## config.mk

```make
export PLATFORM = sky130hd
export DESIGN_NAME = alu_arbiter
export DESIGN_NICKNAME = d
export VERILOG_FILES = /design/src/rtl/alu_pkg.sv /design/src/rtl/rr_arbiter2.sv /design/src/rtl/alu_arbiter.sv
export SDC_FILE = /design/constraint.sdc
export NUM_CORES = 1
export LEC_CHECK = 0
export BUFFER_PORTS_ARGS = -buffer_cell sky130_fd_sc_hd__clkbuf_2
export CAP_MARGIN = 10
export CORE_MARGIN = 10
export CORE_UTILIZATION = 42
export DETAILED_ROUTE_END_ITERATION = 6
export GPL_ROUTABILITY_DRIVEN = 0
export PLACE_DENSITY = 0.81
export SLEW_MARGIN = 40
export SYNTH_ARGS = -nofsm -noshare
export SYNTH_HDL_FRONTEND = slang
export SYNTH_SLANG_ARGS = --single-unit
```

## constraint.sdc

```tcl
create_clock -name CLK -period 1.3 [get_ports CLK]
set_input_delay 0.065 -clock CLK [delete_from_list [all_inputs] [get_ports CLK]]
set_output_delay 0.065 -clock CLK [all_outputs]
set_load 0.1 [all_outputs]
```

## src/rtl/alu_pkg.sv

```systemverilog
// alu_pkg: ALU op encodings, datapath widths and the arbiter FSM state type,
// shared by alu_arbiter and its round-robin sub-module.
package alu_pkg;

  localparam int DATA_W = 8;
  localparam int SEL_W  = 3;
  localparam int CNT_W  = 4;

  localparam logic [SEL_W-1:0] OP_FORWARD = 3'b000;
  localparam logic [SEL_W-1:0] OP_ADD     = 3'b001;
  localparam logic [SEL_W-1:0] OP_AND     = 3'b010;
  localparam logic [SEL_W-1:0] OP_OR      = 3'b011;

  typedef enum logic [1:0] {
    IDLE,
    WAIT,
    RESP
  } state_t;

  // Codes 100-111 are reserved; the MSB alone identifies them.
  function automatic logic is_reserved_op(input logic [SEL_W-1:0] op);
    return op[SEL_W-1];
  endfunction

endpackage

```

## src/rtl/rr_arbiter2.sv

```systemverilog
// rr_arbiter2: two-input round-robin grant. The pointer favours the requester
// that was not granted on the last accepted cycle; reset favours requester 0.
module rr_arbiter2 (
  input  logic       CLK,
  input  logic       RESETN,
  input  logic [1:0] req,
  input  logic       advance,
  output logic [1:0] gnt
);

  logic r_ptr;

  // NOTE: every output of an always_comb gets a default first so no path can infer a latch.
  always_comb begin
    gnt = 2'b00;
    if (req[0] && (!req[1] || !r_ptr)) begin
      gnt[0] = 1'b1;
    end else if (req[1]) begin
      gnt[1] = 1'b1;
    end
  end

  // NOTE: state registers use non-blocking assignments so all flops update together at the edge.
  always_ff @(posedge CLK or negedge RESETN) begin
    if (!RESETN) begin
      r_ptr <= 1'b0;
    end else if (advance) begin
      r_ptr <= gnt[0];
    end
  end

endmodule

```

## src/rtl/alu_arbiter.sv

```systemverilog
// alu_arbiter: shares one 8-bit ALU between two valid/ready requesters, holding
// operands for SETTLE_CYCLES edges. Optional: ALU_ARB_ILLEGAL_OP_EN rejects reserved ops with ERR.
module alu_arbiter
  import alu_pkg::*;
#(
  parameter int unsigned SETTLE_CYCLES = 1
) (
  input  logic              CLK,
  input  logic              RESETN,
  input  logic              VALID0,
  input  logic              VALID1,
  output logic              READY0,
  output logic              READY1,
  input  logic [SEL_W-1:0]  OP0,
  input  logic [SEL_W-1:0]  OP1,
  input  logic [DATA_W-1:0] A0,
  input  logic [DATA_W-1:0] B0,
  input  logic [DATA_W-1:0] A1,
  input  logic [DATA_W-1:0] B1,
  output logic [DATA_W-1:0] RES,
  output logic              RES_VALID0,
  output logic              RES_VALID1,
  output logic              ERR,
  output logic [DATA_W-1:0] ALU_DATA1,
  output logic [DATA_W-1:0] ALU_DATA2,
  output logic [SEL_W-1:0]  ALU_SELECT,
  input  logic [DATA_W-1:0] ALU_RESULT
);

  localparam logic [CNT_W-1:0] SETTLE_INIT = CNT_W'(SETTLE_CYCLES);

  state_t            r_state;
  state_t            w_next_state;
  logic [CNT_W-1:0]  r_cnt;
  logic              r_owner;
  logic [DATA_W-1:0] r_data1;
  logic [DATA_W-1:0] r_data2;
  logic [SEL_W-1:0]  r_select;
  logic [DATA_W-1:0] r_res;
  logic [1:0]        w_gnt;
  logic              w_accept;
  logic              w_last;
  logic [SEL_W-1:0]  w_op;
  logic [DATA_W-1:0] w_a;
  logic [DATA_W-1:0] w_b;

  rr_arbiter2 u_rr (
    .CLK     (CLK),
    .RESETN  (RESETN),
    .req     ({VALID1, VALID0}),
    .advance (w_accept),
    .gnt     (w_gnt)
  );

  // Gating with RESETN keeps both READYs low while reset is held.
  assign READY0   = RESETN && (r_state == IDLE) && w_gnt[0];
  assign READY1   = RESETN && (r_state == IDLE) && w_gnt[1];
  assign w_accept = READY0 || READY1;
  assign w_last   = (r_cnt == CNT_W'(1));

  assign w_op = w_gnt[1] ? OP1 : OP0;
  assign w_a  = w_gnt[1] ? A1  : A0;
  assign w_b  = w_gnt[1] ? B1  : B0;

  always_ff @(posedge CLK or negedge RESETN) begin
    if (!RESETN) begin
      r_state <= IDLE;
    end else begin
      r_state <= w_next_state;
    end
  end

  always_comb begin
    w_next_state = r_state;
    case (r_state)
      IDLE:    if (w_accept) w_next_state = WAIT;
      WAIT:    if (w_last)   w_next_state = RESP;
      RESP:    w_next_state = IDLE;
      default: w_next_state = IDLE;
    endcase
  end

`ifdef ALU_ARB_ILLEGAL_OP_EN
  logic r_err;
`endif

  always_ff @(posedge CLK or negedge RESETN) begin
    if (!RESETN) begin
      r_data1  <= '0;
      r_data2  <= '0;
      r_select <= '0;
      r_res    <= '0;
      r_cnt    <= '0;
      r_owner  <= 1'b0;
`ifdef ALU_ARB_ILLEGAL_OP_EN
      r_err    <= 1'b0;
`endif
    end else if (w_accept) begin
      r_owner <= w_gnt[1];
`ifdef ALU_ARB_ILLEGAL_OP_EN
      r_err <= is_reserved_op(w_op);
      if (is_reserved_op(w_op)) begin
        // Rejected op: a single WAIT cycle, ALU inputs left as they were.
        r_cnt <= CNT_W'(1);
      end else begin
        r_cnt    <= SETTLE_INIT;
        r_data1  <= w_a;
        r_data2  <= w_b;
        r_select <= w_op;
      end
`else
      r_cnt    <= SETTLE_INIT;
      r_data1  <= w_a;
      r_data2  <= w_b;
      r_select <= w_op;
`endif
    end else if (r_state == WAIT) begin
      r_cnt <= r_cnt - CNT_W'(1);
      if (w_last) begin
`ifdef ALU_ARB_ILLEGAL_OP_EN
        r_res <= r_err ? '0 : ALU_RESULT;
`else
        r_res <= ALU_RESULT;
`endif
      end
    end
  end

  assign RES        = r_res;
  assign RES_VALID0 = (r_state == RESP) && !r_owner;
  assign RES_VALID1 = (r_state == RESP) &&  r_owner;
  assign ALU_DATA1  = r_data1;
  assign ALU_DATA2  = r_data2;
  assign ALU_SELECT = r_select;

`ifdef ALU_ARB_ILLEGAL_OP_EN
  assign ERR = (r_state == RESP) && r_err;
`else
  assign ERR = 1'b0;
`endif

endmodule

```

Yosys cells after proc, flatten, opt, wreduce, memory -nomap -nowiden
Index checks and enable logic that the tools add are counted.

Input port bits: 50. Logic and storage cells: 41. Bits in registers: 35. Output and inout port bits: 32.

Reductions and logical operators: 15. Bitwise logic cells: 1. Muxes and demuxes: 11. Equality and inequality tests: 5. Add/subtract/negate cells: 1.

Operator list (number): 8-bit two-way mux (2); 4-bit two-way mux (2); 1-bit logical AND (6); 4-bit by 1-bit == test with 1-bit output, second input constant (1); 2-bit two-way mux (2); 2-bit one-hot mux with 2 select lines (1); 4-bit by 1-bit subtractor with 4-bit output, second input constant (1); 1-bit logical NOT (3); 1-bit two-way mux (3); 3-bit two-way mux (1); 3-bit AND reduction (1); 2-bit by 1-bit == test with 1-bit output, second input constant (1); 2-bit == test, second input constant (1); 2-bit logical NOT (1); 1-bit logical OR (2); 2-bit by 1-bit != test with 1-bit output, second input constant (1); 2-bit != test, second input constant (1); 2-bit AND reduction (1); 2-bit nonzero test (1); 1-bit NOT (1).

Longest topological paths before layout
Word-level depth: 8. Gate-level depth with buffers: 5. Gate-level depth less buffers: 5.

By module
From an unflattened synthesis, not the netlist that was laid out.

Cell total of the unflattened synthesis: 146. Area total of the unflattened synthesis: 1660.3 µm².

By module, submodules not included: alu_arbiter (area an instance 1597.8 µm², times used 1, cells each 141, sequential area each 850.8 µm²); rr_arbiter2 (area an instance 62.6 µm², times used 1, cells each 5, sequential area each 25.0 µm²).

Worst setup path before layout
OpenSTA, ideal clock, no wires.

Path kind: register to register. Start: register r_state[0]. End: register r_owner. Arrival time: 3115 ps. Slack: -1892 ps. Data required time: 1223 ps. Cell stages (with the launch flop): 4. Buffers on the path: 0. Setup time: 77 ps. Clock period less this slack: 3192 ps. Path through: dfrtp_1 -> or3b_4 -> nor3_1 -> a21o_1.

Word-level cells in the longest chain between the ends: 4. Elaborated cells on any way between the ends: 5. Those cells by class: reduce/logical: 5.

Ends and longest elaborated chain: start: declaration (RTL line alu_arbiter.sv:32) `state_t r_state;`; start signal: assignment (RTL line alu_arbiter.sv:69) `r_state <= w_next_state;`; 2-bit logical NOT (RTL line alu_arbiter.sv:57) `assign READY1 = RESETN && (r_state == IDLE) && w_gnt[1];`; 1-bit logical AND (2 in series) (RTL line alu_arbiter.sv:57); via READY1 (RTL line alu_arbiter.sv:13) `output logic READY1,`; 1-bit logical OR (RTL line alu_arbiter.sv:58) `assign w_accept = READY0 || READY1;`; end signal: assignment (RTL line alu_arbiter.sv:99) `r_owner <= w_gnt[1];`; end: declaration (RTL line alu_arbiter.sv:35) `logic r_owner;`.

The timed path passes the listed nets, and every way through them passes these cells. A chain may end at the register's enable or synchronous reset.

Worst setup path in the final report
Start: register r_state[0]. End: output READY1.

Word-level cells in the longest chain between the ends: 3.

Ends and longest elaborated chain (RTL line): 2-bit logical NOT (alu_arbiter.sv:57); 1-bit logical AND (2 in series) (alu_arbiter.sv:57); end: declaration (alu_arbiter.sv:13).

Every way passes these cells.

==> impl_results.md <==
* Top cell type's share of synthesized area at between 40% and 50%
* Avg Cell Area, Syn at 13.4 sq um
* WL met1 at 2400 um
* Source of the worst hold timing path: ALU_RESULT[3]
* CP startpoint kind: flip-flop
* Count leader, synth: dfrtp_1
* MaxCap Viol Count at 0
* Fin crit share at 124%
* Share of layout cells above drive strength 1 at 67.6%
* First-pass GRT wire length at about 9300 um
* R2R depth at 7
* Crit-path leading delay family: simple AND/OR/NAND/NOR gates
* Startpoint of the worst register-to-register path: r_state[0]
* Final WS setup at -0.309 ns
* Num CTS Buffers at 5
* Status: finished, violations left
* Worst Hold Endpoint: RES[3]
* Sequential-to-total area share from yosys stat at between 40% and 50%
* Met3 routed WL at between 200 and 300 um
* Post-layout util at a little over two thirds
* Area Overhead vs Synth at 61.3%
* CP Max Fanout at 3
* Worst Hold Depth at 2
* Max Freq at around 0.62 GHz
* Failing checks: setup timing
* GRT Total Usage at 16.0%
* Final hold violations at 0
* Initial antenna violation count at 0
* Worst Tran Pin Value at roughly 0.7 ns
* Clock Tree Buf Depth at 2
* Nets at 295
* Worst-Skew Late Latency at about 0.29 ns
* Hold WC Path Type: input port to flip-flop
* Synth area leaders: dfrtp_1 (50%), a2bb2oi_2 (15%), o32ai_1 (9.5%)
* Routed WL at around 6000 um
* Crit path DAT at 1.54 ns
* Top_reg_cell synth: dfrtp_1
* Clk root buf: clkbuf_8
* Total clock sinks at 35
* Crit path largest cell delay at 0.42 ns
* Distinct cells, synth at 33
* Grt total ovfl at 0
* Synth warn at 0
* Num ports at 82
* # setup viols final at 38
* Iteration-0 DRC Markers at 109
* CP required at approximately 1.2 ns
* RSZ-0062 raised after global routing: yes
* Max H-tree Level at 2
* Reg2Reg Setup Slack at -0.29 ns
* #FFs+latches synth at 35
* Clock skew at approximately 0.0085 ns
* CP bufs+invs at 1
* # rows at 23
* Post-synth design cell area at between 1500 and 2000 sq um
* Largest net degree at the start of global routing at 27
* Critical Path Slowest Stage Cell: or3b_4
* DIE WIDTH at approximately 85 um
* Initial Utilization at 43.6%
* Mapped Cells at roughly 130
* CTS tree: done
* Post-DR wirelength/cell at ~20 um
* Die Ht at 84.7 um
* ANT nets after route at 0
* Crit end category: output pin
* Top sig layer: met4
* Antenna cells at 0
* CTS clk-pin slew, worst paths at 0.06 ns
* Async S/R FF share, synth at 100%
* CP Class: flip-flop to output pin
* Syn nets at 183
* PortBufs at 80
* Post-DP HPWL at between 3000 and 4000 um
* Synth top cells by count: dfrtp_1 (35), o32ai_1 (19), a2bb2oi_2 (18), mux2_2 (9), nor2_1 (6)
* Vias in the first global route at 1786
* Max-slew violation count at 0
* Slew HR at 53.1%
* Worst reg2reg path endpoint: r_owner
* Post-synth EDFFs at 0
* # DRC at 0
* Cell taking the most area after synthesis: dfrtp_1
* Core ar. at 4030 sq um
* Detailed-route via count at 1615
* Vias per cell at around 5.5
* DR pass1 iterations at 4
* Worst path cell trace: or3b_4 > nor3_4 > buf_12
* Met2 wire len at 3170 um
* Min Tclk post-route at 1.61 ns
* Die ar. at 7170 sq um
area by class of cell:
class                           instances  area (sq um)
Multi-Input combinational cell         82           925
Clock buffer                            8           100
Timing Repair Buffer                  115           855
Inverter                                4          15.0
Sequential cell                        35           876
Fill cell                             273          1200
Tap cell                               50          62.6
through the flow:
stage	setup TNS (ns)	area, sq um	cells	setup slack (ns)	hold slack (ns)
floorplan	-2.03	1810	131	-0.526	-0.231
global placement	-0.718	2470	269	-0.0672	0.0253
detailed placement	-1.73	2470	269	-0.0799	0.0422
CTS	-7.35	2780	290	-0.334	0.00886
global route	-9.23	2830	294	-0.337	0.0162
finish	-8.04	2830	294	-0.309	0.0152
cells in the final DEF (no fill, tap or decap), types with 2 or more instances in the layout:
cell / instances
clkbuf_2: 58
buf_4: 40
dfrtp_1: 35
o32ai_1: 19
a2bb2oi_2: 18
mux2_4: 9
clkbuf_8: 7
buf_12: 7
buf_6: 7
nor2_1: 4
nor3b_4: 3
inv_1: 2
nor2_2: 2
inv_2: 2
nand2_1: 2
dlygate4sd3_1: 2
worst max-delay path by stage:
stage / startpoint / end / cells after the start
2_1_floorplan: r_state[1] / r_owner / 3
3_3_place_gp: r_cnt[1] / RES[0] / 5
3_5_place_dp: r_cnt[1] / RES[0] / 5
4_1_cts: r_state[0] / READY1 / 3
5_1_grt: r_state[0] / READY1 / 3
6_report: r_state[0] / READY1 / 3
layer usage:
layer | vias to the layer above | GRT usage [%]
met4 | 0 | 8.08
met2 | 67 | 28.0
met5 | - | 0
met3 | 14 | 3.19
met1 | 802 | 17.9
li1 | 732 | -
cells by family (layout without fill, tap and decap cells):
| logic type | count (synthesis) | count (layout) | share of synthesized area, % |
|---|---|---|---|
| AOI/OAI and AO/OA | 44 | 44 | 27.6 |
| DFF | 35 | 35 | 49.9 |
| and+or+nand+nor | 23 | 24 | 8.69 |
| buffers and inverters | 15 | 127 | 5.48 |
| muxes | 9 | 9 | 5.77 |
| adders and majority gates | 2 | 2 | 1.42 |
| xor gates and xnor gates | 2 | 2 | 0.997 |
| other | 1 | 1 | 0.213 |
state kept, by name (all words and copies together) (netlist names):
name and flops:
r_owner 1, r_cnt 4, u_rr.r_ptr 1, ALU_DATA2 8, RES 8, ALU_DATA1 8, r_state 2, ALU_SELECT 3
timing repair:
action                                  CTS  global route
resized for setup                        19            10
endpoints found under the setup margin   35            39
buffers inserted                          8             5
hold buffers                              3             0
gates cloned                              2             0
pin swaps                                 5             3
hold endpoints to repair                 35             0
Power is left out: the tool's default activity adds up to more than one toggle a clock period on the data nets, which glitch-free logic cannot reach.
